[config.mk]
export PLATFORM = sky130hd
export DESIGN_NAME = mmu_utlb
export DESIGN_NICKNAME = d
export VERILOG_FILES = /design/src/rtl/mmu_utlb_pkg.sv /design/src/rtl/mmu_utlb_array.sv /design/src/rtl/mmu_utlb.sv
export SDC_FILE = /design/constraint.sdc
export NUM_CORES = 2
export LEC_CHECK = 0
export ABC_CLOCK_PERIOD_IN_PS = 4200
export BUFFER_PORTS_ARGS = -buffer_cell sky130_fd_sc_hd__buf_2
export CELL_PAD_IN_SITES_DETAIL_PLACEMENT = 0
export CELL_PAD_IN_SITES_GLOBAL_PLACEMENT = 1
export CORE_MARGIN = 2
export CORE_UTILIZATION = 42
export DETAILED_ROUTE_END_ITERATION = 10
export PLACE_DENSITY = 0.81
export SETUP_SLACK_MARGIN = 0.05
export SYNTH_ARGS = -nofsm -noshare
export SYNTH_HDL_FRONTEND = slang
export SYNTH_HIERARCHICAL = 1
export SYNTH_SLANG_ARGS = --single-unit
[constraint.sdc]
create_clock -name clk_i -period 4.2 [get_ports clk_i]
set_input_delay 0.84 -clock clk_i [delete_from_list [all_inputs] [get_ports clk_i]]
set_output_delay 0.84 -clock clk_i [all_outputs]
set_load 0.01 [all_outputs]
[src/rtl/mmu_utlb_pkg.sv]
// Shared MMU types: micro-TLB entries, main-TLB result, translation response and helpers.
package mmu_utlb_pkg;

  localparam int unsigned VPN_W      = 20;
  localparam int unsigned ASID_W     = 8;
  localparam int unsigned N_ITLB_DEF = 4;
  localparam int unsigned N_DTLB_DEF = 8;

  typedef logic [31:0] virt_t;

  typedef struct packed {
    virt_t       vaddr;
    logic [31:0] paddr;
    logic        miss;
    logic        invalid;
    logic        illegal;
    logic        uncached;
    logic        dirty;
  } mmu_resp_t;

  typedef struct packed {
    logic             miss;
    logic             valid;
    logic             dirty;
    logic             glb;
    logic [2:0]       cache_flag;
    logic [VPN_W-1:0] pfn;
  } tlb_resp_t;

  typedef struct packed {
    logic              valid;
    logic [VPN_W-1:0]  vpn;
    logic [ASID_W-1:0] asid;
    logic              glb;
    logic [VPN_W-1:0]  pfn;
    logic              dirty;
    logic [2:0]        cache_flag;
  } utlb_entry_t;

  typedef struct packed {
    logic [VPN_W-1:0] pfn;
    logic             dirty;
    logic [2:0]       cache_flag;
  } utlb_hit_t;

  typedef enum logic [1:0] {ST_IDLE, ST_LOOKUP, ST_FILL, ST_FAULT} utlb_state_t;

  // kseg0/kseg1 are unmapped; any kernel segment from user mode is illegal
  function automatic logic is_direct(input logic [1:0] top2, input logic user);
    return (top2 == 2'b10) || (user && top2[1]);
  endfunction

  function automatic mmu_resp_t build_resp(input virt_t va, input logic [VPN_W-1:0] page_vpn,
                                           input logic user, input logic k0_unc,
                                           input logic hit, input utlb_hit_t ent,
                                           input logic fault, input logic f_miss,
                                           input logic f_inv);
    mmu_resp_t r;
    r       = '0;
    r.vaddr = va;
    if (is_direct(page_vpn[19:18], user)) begin
      r.paddr    = {3'b000, page_vpn[16:0], va[11:0]};
      r.illegal  = user && page_vpn[19];
      r.uncached = (page_vpn[19:17] == 3'b101) || ((page_vpn[19:17] == 3'b100) && k0_unc);
    end else if (hit) begin
      r.paddr    = {ent.pfn, va[11:0]};
      r.uncached = (ent.cache_flag == 3'd2);
      r.dirty    = ent.dirty;
    end else if (fault) begin
      r.miss    = f_miss;
      r.invalid = f_inv;
    end
    return r;
  endfunction

endpackage

[src/rtl/mmu_utlb_array.sv]
// Fully associative micro-TLB with FIFO replacement and N_PORT parallel lookups.
module mmu_utlb_array
  import mmu_utlb_pkg::*;
#(
  parameter int unsigned DEPTH  = 4,
  parameter int unsigned N_PORT = 1
) (
  input  logic              clk_i,
  input  logic              rst_ni,
  input  logic              flush_i,
  input  logic              we_i,
  input  utlb_entry_t       wdata_i,
  input  logic [ASID_W-1:0] asid_i,
  input  logic [VPN_W-1:0]  vpn_i   [N_PORT],
  output logic              hit_o   [N_PORT],
  output utlb_hit_t         entry_o [N_PORT]
);

  localparam int unsigned PTR_W = $clog2(DEPTH);

  utlb_entry_t      ent_q [DEPTH];
  logic [PTR_W-1:0] ptr_q;

  // Flush clears valid bits only; the replacement pointer keeps its position
  always_ff @(posedge clk_i or negedge rst_ni) begin
    if (!rst_ni) begin
      for (int i = 0; i < int'(DEPTH); i++) ent_q[i] <= '0;
      ptr_q <= '0;
    end else if (flush_i) begin
      for (int i = 0; i < int'(DEPTH); i++) ent_q[i].valid <= 1'b0;
    end else if (we_i) begin
      ent_q[ptr_q] <= wdata_i;
      ptr_q        <= ptr_q + PTR_W'(1);
    end
  end

  always_comb begin
    for (int p = 0; p < int'(N_PORT); p++) begin
      hit_o[p]   = 1'b0;
      entry_o[p] = '0;
      for (int i = 0; i < int'(DEPTH); i++) begin
        if (ent_q[i].valid && (ent_q[i].vpn == vpn_i[p]) &&
            (ent_q[i].glb || (ent_q[i].asid == asid_i))) begin
          hit_o[p]   = 1'b1;
          entry_o[p] = '{pfn: ent_q[i].pfn, dirty: ent_q[i].dirty,
                         cache_flag: ent_q[i].cache_flag};
        end
      end
    end
  end

endmodule

[src/rtl/mmu_utlb.sv]
// Instruction/data micro-TLBs with a shared refill FSM in front of the main TLB.
module mmu_utlb
  import mmu_utlb_pkg::*;
#(
  parameter int unsigned N_INST_CHANNEL = 2,
  parameter int unsigned N_ISSUE        = 2,
  parameter int unsigned N_ITLB         = N_ITLB_DEF,
  parameter int unsigned N_DTLB         = N_DTLB_DEF
) (
  input  logic               clk_i,
  input  logic               rst_ni,
  input  logic [ASID_W-1:0]  asid_i,
  input  logic               kseg0_uncached_i,
  input  logic               is_user_mode_i,
  input  logic               flush_i,
  input  logic               inst_req_i,
  input  virt_t              inst_vaddr_i      [N_INST_CHANNEL],
  output logic               inst_resp_valid_o,
  output mmu_resp_t          inst_resp_o       [N_INST_CHANNEL],
  input  logic [N_ISSUE-1:0] data_req_i,
  input  virt_t              data_vaddr_i      [N_ISSUE],
  output logic [N_ISSUE-1:0] data_resp_valid_o,
  output mmu_resp_t          data_resp_o       [N_ISSUE],
  output logic               lookup_req_o,
  output logic [31:0]        lookup_vaddr_o,
  input  logic               lookup_ack_i,
  input  tlb_resp_t          lookup_resp_i
);

  localparam int unsigned OWN_W = $clog2(N_ISSUE + 1);
  localparam logic [OWN_W-1:0] OWN_INST = OWN_W'(N_ISSUE);

  utlb_state_t      state_q;
  logic [OWN_W-1:0] owner_q;
  virt_t            vaddr_q;
  logic             discard_q;
  logic             fmiss_q;
  logic             finv_q;
  logic             lookup_req_q;
  utlb_entry_t      fill_q;

  logic             d_hit    [N_ISSUE];
  utlb_hit_t        d_ent    [N_ISSUE];
  logic [VPN_W-1:0] d_vpn    [N_ISSUE];
  logic             d_direct [N_ISSUE];
  logic             d_fault  [N_ISSUE];
  logic             i_hit    [1];
  utlb_hit_t        i_ent    [1];
  logic [VPN_W-1:0] i_vpn    [1];
  logic             i_direct;
  logic             i_fault;
  logic             d_we;
  logic             i_we;
  logic             any_miss;
  logic [OWN_W-1:0] sel_owner;
  virt_t            sel_vaddr;

  assign d_we = (state_q == ST_FILL) && !flush_i && (owner_q != OWN_INST);
  assign i_we = (state_q == ST_FILL) && !flush_i && (owner_q == OWN_INST);

  mmu_utlb_array #(.DEPTH(N_DTLB), .N_PORT(N_ISSUE)) u_dtlb (
    .clk_i   (clk_i),
    .rst_ni  (rst_ni),
    .flush_i (flush_i),
    .we_i    (d_we),
    .wdata_i (fill_q),
    .asid_i  (asid_i),
    .vpn_i   (d_vpn),
    .hit_o   (d_hit),
    .entry_o (d_ent)
  );

  mmu_utlb_array #(.DEPTH(N_ITLB), .N_PORT(1)) u_itlb (
    .clk_i   (clk_i),
    .rst_ni  (rst_ni),
    .flush_i (flush_i),
    .we_i    (i_we),
    .wdata_i (fill_q),
    .asid_i  (asid_i),
    .vpn_i   (i_vpn),
    .hit_o   (i_hit),
    .entry_o (i_ent)
  );

  // Combinational responses and miss arbitration (lowest data port first, then inst)
  always_comb begin
    any_miss  = 1'b0;
    sel_owner = '0;
    sel_vaddr = '0;
    i_vpn[0]  = inst_vaddr_i[0][31:12];
    i_direct  = is_direct(inst_vaddr_i[0][31:30], is_user_mode_i);
    i_fault   = (state_q == ST_FAULT) && !flush_i && (owner_q == OWN_INST) &&
                (inst_vaddr_i[0][31:12] == vaddr_q[31:12]);
    inst_resp_valid_o = rst_ni && inst_req_i && (i_direct || i_hit[0] || i_fault);
    for (int c = 0; c < int'(N_INST_CHANNEL); c++) begin
      inst_resp_o[c] = build_resp(inst_vaddr_i[c], inst_vaddr_i[0][31:12], is_user_mode_i,
                                  kseg0_uncached_i, i_hit[0], i_ent[0], i_fault,
                                  fmiss_q, finv_q);
    end
    if (inst_req_i && !i_direct && !i_hit[0]) begin
      any_miss  = 1'b1;
      sel_owner = OWN_INST;
      sel_vaddr = inst_vaddr_i[0];
    end
    for (int p = int'(N_ISSUE) - 1; p >= 0; p--) begin
      d_vpn[p]    = data_vaddr_i[p][31:12];
      d_direct[p] = is_direct(data_vaddr_i[p][31:30], is_user_mode_i);
      d_fault[p]  = (state_q == ST_FAULT) && !flush_i && (owner_q == OWN_W'(p)) &&
                    (data_vaddr_i[p][31:12] == vaddr_q[31:12]);
      data_resp_valid_o[p] = rst_ni && data_req_i[p] && (d_direct[p] || d_hit[p] || d_fault[p]);
      data_resp_o[p] = build_resp(data_vaddr_i[p], data_vaddr_i[p][31:12], is_user_mode_i,
                                  kseg0_uncached_i, d_hit[p], d_ent[p], d_fault[p],
                                  fmiss_q, finv_q);
      if (data_req_i[p] && !d_direct[p] && !d_hit[p]) begin
        any_miss  = 1'b1;
        sel_owner = OWN_W'(p);
        sel_vaddr = data_vaddr_i[p];
      end
    end
  end

  // Refill FSM
  always_ff @(posedge clk_i or negedge rst_ni) begin
    if (!rst_ni) begin
      state_q      <= ST_IDLE;
      owner_q      <= '0;
      vaddr_q      <= '0;
      discard_q    <= 1'b0;
      fmiss_q      <= 1'b0;
      finv_q       <= 1'b0;
      lookup_req_q <= 1'b0;
      fill_q       <= '0;
    end else begin
      case (state_q)
        ST_IDLE: begin
          if (any_miss) begin
            state_q      <= ST_LOOKUP;
            owner_q      <= sel_owner;
            vaddr_q      <= sel_vaddr;
            lookup_req_q <= 1'b1;
            discard_q    <= 1'b0;
          end
        end
        ST_LOOKUP: begin
          if (lookup_ack_i) begin
            lookup_req_q <= 1'b0;
            discard_q    <= 1'b0;
            if (discard_q || flush_i) begin
              state_q <= ST_IDLE;
            end else if (!lookup_resp_i.miss && lookup_resp_i.valid) begin
              state_q <= ST_FILL;
              fill_q  <= '{valid: 1'b1, vpn: vaddr_q[31:12], asid: asid_i,
                           glb: lookup_resp_i.glb, pfn: lookup_resp_i.pfn,
                           dirty: lookup_resp_i.dirty,
                           cache_flag: lookup_resp_i.cache_flag};
            end else begin
              state_q <= ST_FAULT;
              fmiss_q <= lookup_resp_i.miss;
              finv_q  <= !lookup_resp_i.miss;
            end
          end else if (flush_i) begin
            discard_q <= 1'b1;
          end
        end
        ST_FILL:  state_q <= ST_IDLE;
        ST_FAULT: state_q <= ST_IDLE;
        default:  state_q <= ST_IDLE;
      endcase
    end
  end

  assign lookup_req_o   = lookup_req_q;
  assign lookup_vaddr_o = vaddr_q;

endmodule
==> flow_metrics.env <==
export IMPL_status="finished, violations left"
export IMPL_violations="negative setup slack"
export IMPL_first_pass_iters=6
export IMPL_drv_cap=0
export IMPL_met2_usage_pct=47.8
export IMPL_multiInputGateArea_sq_um=23300
export IMPL_holdBufCountCts=0
export IMPL_nFillCells=8259
export IMPL_layout_drive_gt1_share_pct=45.0
export IMPL_final_core_util_pct=56.1
export IMPL_finalHoldViolCount=0
export IMPL_synth_top_area_share_pct=44.1
export IMPL_cp_required_ps=3360
export IMPL_ant_nets=0
export IMPL_crit_buf_inv=4
export IMPL_root_buffer="clkbuf_16"
export IMPL_cp_end_kind="primary output"
export IMPL_timing_hold_ws_ps=68.2
export IMPL_ios=484
export IMPL_final_max_slew_viol_count=0
export IMPL_critical_path_class="primary input to primary output"
export IMPL_die_w_um=322
export IMPL_synth_cells=4014
export IMPL_hp_class="primary input to async pin"
export IMPL_synth_edf_count=0
export IMPL_grt_pass1_wl_mm=246
export IMPL_track_usage_pct=32.2
export IMPL_ys_ff_latch=747
export IMPL_synthTopCellsByArea="dfrtp_1 (44%), mux2_2 (15%), xnor2_1 (6.4%), xor2_1 (4.8%), buf_4 (2.9%)"
export IMPL_coreArea_sq_um=100000
export IMPL_post_drt_wl_per_cell_um=28.5
export IMPL_yosysWarnings=6
export IMPL_synth_ff_type="dfrtp_1"
export IMPL_drc=0
export IMPL_final_common_cell="dfrtp_1"
export IMPL_syn_area_sq_um=42400
export IMPL_drtIter0Drc=4550
export IMPL_slowest_delay_ps=360
export IMPL_skew_ps=38.2
export IMPL_path_common_cell="buf_4"
export IMPL_worstMarginPinSlew_ps=1330
export IMPL_final_cell_mix="dfrtp_1 (745), mux2_2 (574), buf_4 (420)"
export IMPL_final_net_count=4913
export IMPL_start_util_pct=42.4
export IMPL_cts_htree_levels=3
export IMPL_synth_net_count=4191
export IMPL_totalNegativeSetupSlack_ps=-20490
export IMPL_avgViaCountPerCell=6.07
export IMPL_grt_pass1_vias=35500
export IMPL_fmax_mhz=211
export IMPL_routed_wl_mm=174
export IMPL_leakagePower_nw=26.5
export IMPL_grt_max_degree=153
export IMPL_yosysUniqueCellTypes=72
export IMPL_grt_overflow=0
export IMPL_startpoint_type="primary input"
export IMPL_register_area_sq_um=18700
export IMPL_yosys_area_top_type="dfrtp_1"
export IMPL_rsz0062_at_grt="true"
export IMPL_clockBufferDepth=3
export IMPL_setup_violations=133
export IMPL_io_buffers=443
export IMPL_use_met1_pct=44.0
export IMPL_powerDensity_nw_per_um2=375
export IMPL_fin_crit_ps=4730
export IMPL_grtUsageMet3_pct=8.10
export IMPL_post_route_period_util_pct=113
export IMPL_die_y_um=322
export IMPL_grt_antenna_before_repair=3
export IMPL_max_vdd_ir_drop_v=0.000324
export IMPL_area_growth_pct=32.4
export IMPL_crit_fanout=5
export IMPL_cp_cell_sequence="buf_2, buf_4, xor2_1, nor4_1, nand3_1, or2_2, o221ai_1, buf_4, o2111a_1, o221ai_2, nor2_1, nand4_1, nand2_2, buf_6"
export IMPL_ys_seq_area_share_pct=44.1
export IMPL_clk_pin_slew_ps=60
export IMPL_finalWorstSetupSlack_ps=-534
export IMPL_slowest_stage="or2_2"
export IMPL_grt_busiest_layer="met2"
export IMPL_crit_family="simple AND/OR/NAND/NOR gates"
export IMPL_async_flop_share_pct=100
export IMPL_cts_tree="built"
export IMPL_place_hpwl_mm=120
export IMPL_slew_headroom_pct=11.3
export IMPL_numClockSinks=747
export IMPL_cp_arrival_ps=3890
export IMPL_insertion_delay_ps=660
export IMPL_place_congestion=0.990
export IMPL_die_area_sq_um=103000
export IMPL_syn_avg_cell_area_sq_um=10.6
export IMPL_rows=116
export IMPL_num_vias=37000
export IMPL_cts_buffers=83
## flip-flops by register name (all words and copies together) (netlist names)
| signal | flops |
|---|---|
| u_itlb/ptr_q | 2 |
| u_itlb/ent_q | 216 |
| lookup_vaddr_o | 32 |
| u_dtlb/ptr_q | 3 |
| owner_q | 2 |
| u_dtlb/ent_q | 432 |
| fill_q | 54 |
| state_q | 2 |
| finv_q | 1 |
| fmiss_q | 1 |
| lookup_req_o | 1 |
| discard_q | 1 |
## worst paths after layout
check,depth (start not counted),from,endpoint,slack [ps]
min in group clk_i,2,lookup_ack_i,state_q[0]$_DFFE_PN0P_,420
worst min-delay path,1,rst_ni,u_dtlb/ent_q[218]$_DFFE_PN0P_,70
worst max-delay path,14,data_vaddr_i[58],data_resp_o[70],-530
worst max register to register,20,u_dtlb/ent_q[364]$_DFFE_PN0P_,lookup_vaddr_o[15]$_DFFE_PN0P_,410
worst min register to register,2,lookup_vaddr_o[1]$_DFFE_PN0P_,lookup_vaddr_o[1]$_DFFE_PN0P_,480
max in group asynchronous,3,rst_ni,u_dtlb/ent_q[358]$_DFFE_PN0P_,2570
## where the power goes
group	total (mW)	internal (mW)	switching, mW
sequential	10.1	7.90	2.16
clock	7.45	4.38	3.08
combinational	3.54	1.69	1.85
## per-stage QoR
step           setup slack, ps  std cells  total power, mW  cell area [sq um]
2_1_floorplan             66.2       4014             10.8              42400
3_3_place_gp              -858       5812             13.2              48300
3_5_place_dp              -841       5812             13.2              48300
4_1_cts                   -382       6043             20.8              54200
5_1_grt                   -512       6091             21.6              56100
6_report                  -534       6092             21.0              56100
## repair_timing
item | CTS | global route
setup buffers | 74 | 56
gates resized for setup | 500 | 317
cloned | 16 | 5
hold endpoints to repair | 0 | 0
setup endpoints to repair | 147 | 147
pin swaps | 187 | 173
## logic make-up (layout without fill, tap and decap cells)
group           after synthesis  after routing  synth area share, %
xor+xnor                    544            544                 11.2
other cells                   0              1                    0
mux                         663            663                 17.5
fa+ha+maj                     5              5                0.148
buf+inv                     527           1306                 6.58
flops                       747            747                 44.1
simple gates                976            976                 11.6
compound gates              552            552                 8.77
## synthesized netlist by cell type, types with 69 or more instances
cell	number
dfrtp_1	747
mux2_2	574
xnor2_1	310
nand2_1	295
xor2_1	234
clkbuf_1	169
buf_4	165
nand3_1	162
nor2_1	143
o21ai_0	137
nand4_1	110
a21oi_1	99
inv_1	98
o21ai_1	71
nor2b_1	69
## worst register-to-register path: cells and delay by family (launching register included)
family          cells  cell delay (ps)
xor+xnor            1              190
flops               1              470
simple gates        7             1240
compound gates      3              590
buf+inv             9             1220
## routing by layer
metal | part of all wire, % | routed length [um]
met2 | 44 | 75700
met1 | 40 | 69100
met5 | 0.0058 | 10
met4 | 5.4 | 9400
met3 | 11 | 19400
## cell type report
class / instances / area share [%]
multi-input combinational: 2740 / 41.5
clock inverter: 22 / 0.491
sequential: 747 / 33.3
tap: 1298 / 2.89
timing repair buffer: 1066 / 16.8
antenna: 1 / 0.00446
inverter: 98 / 0.656
clock buffer: 120 / 4.35
No activity file was read; power rests on OpenSTA's default activity.
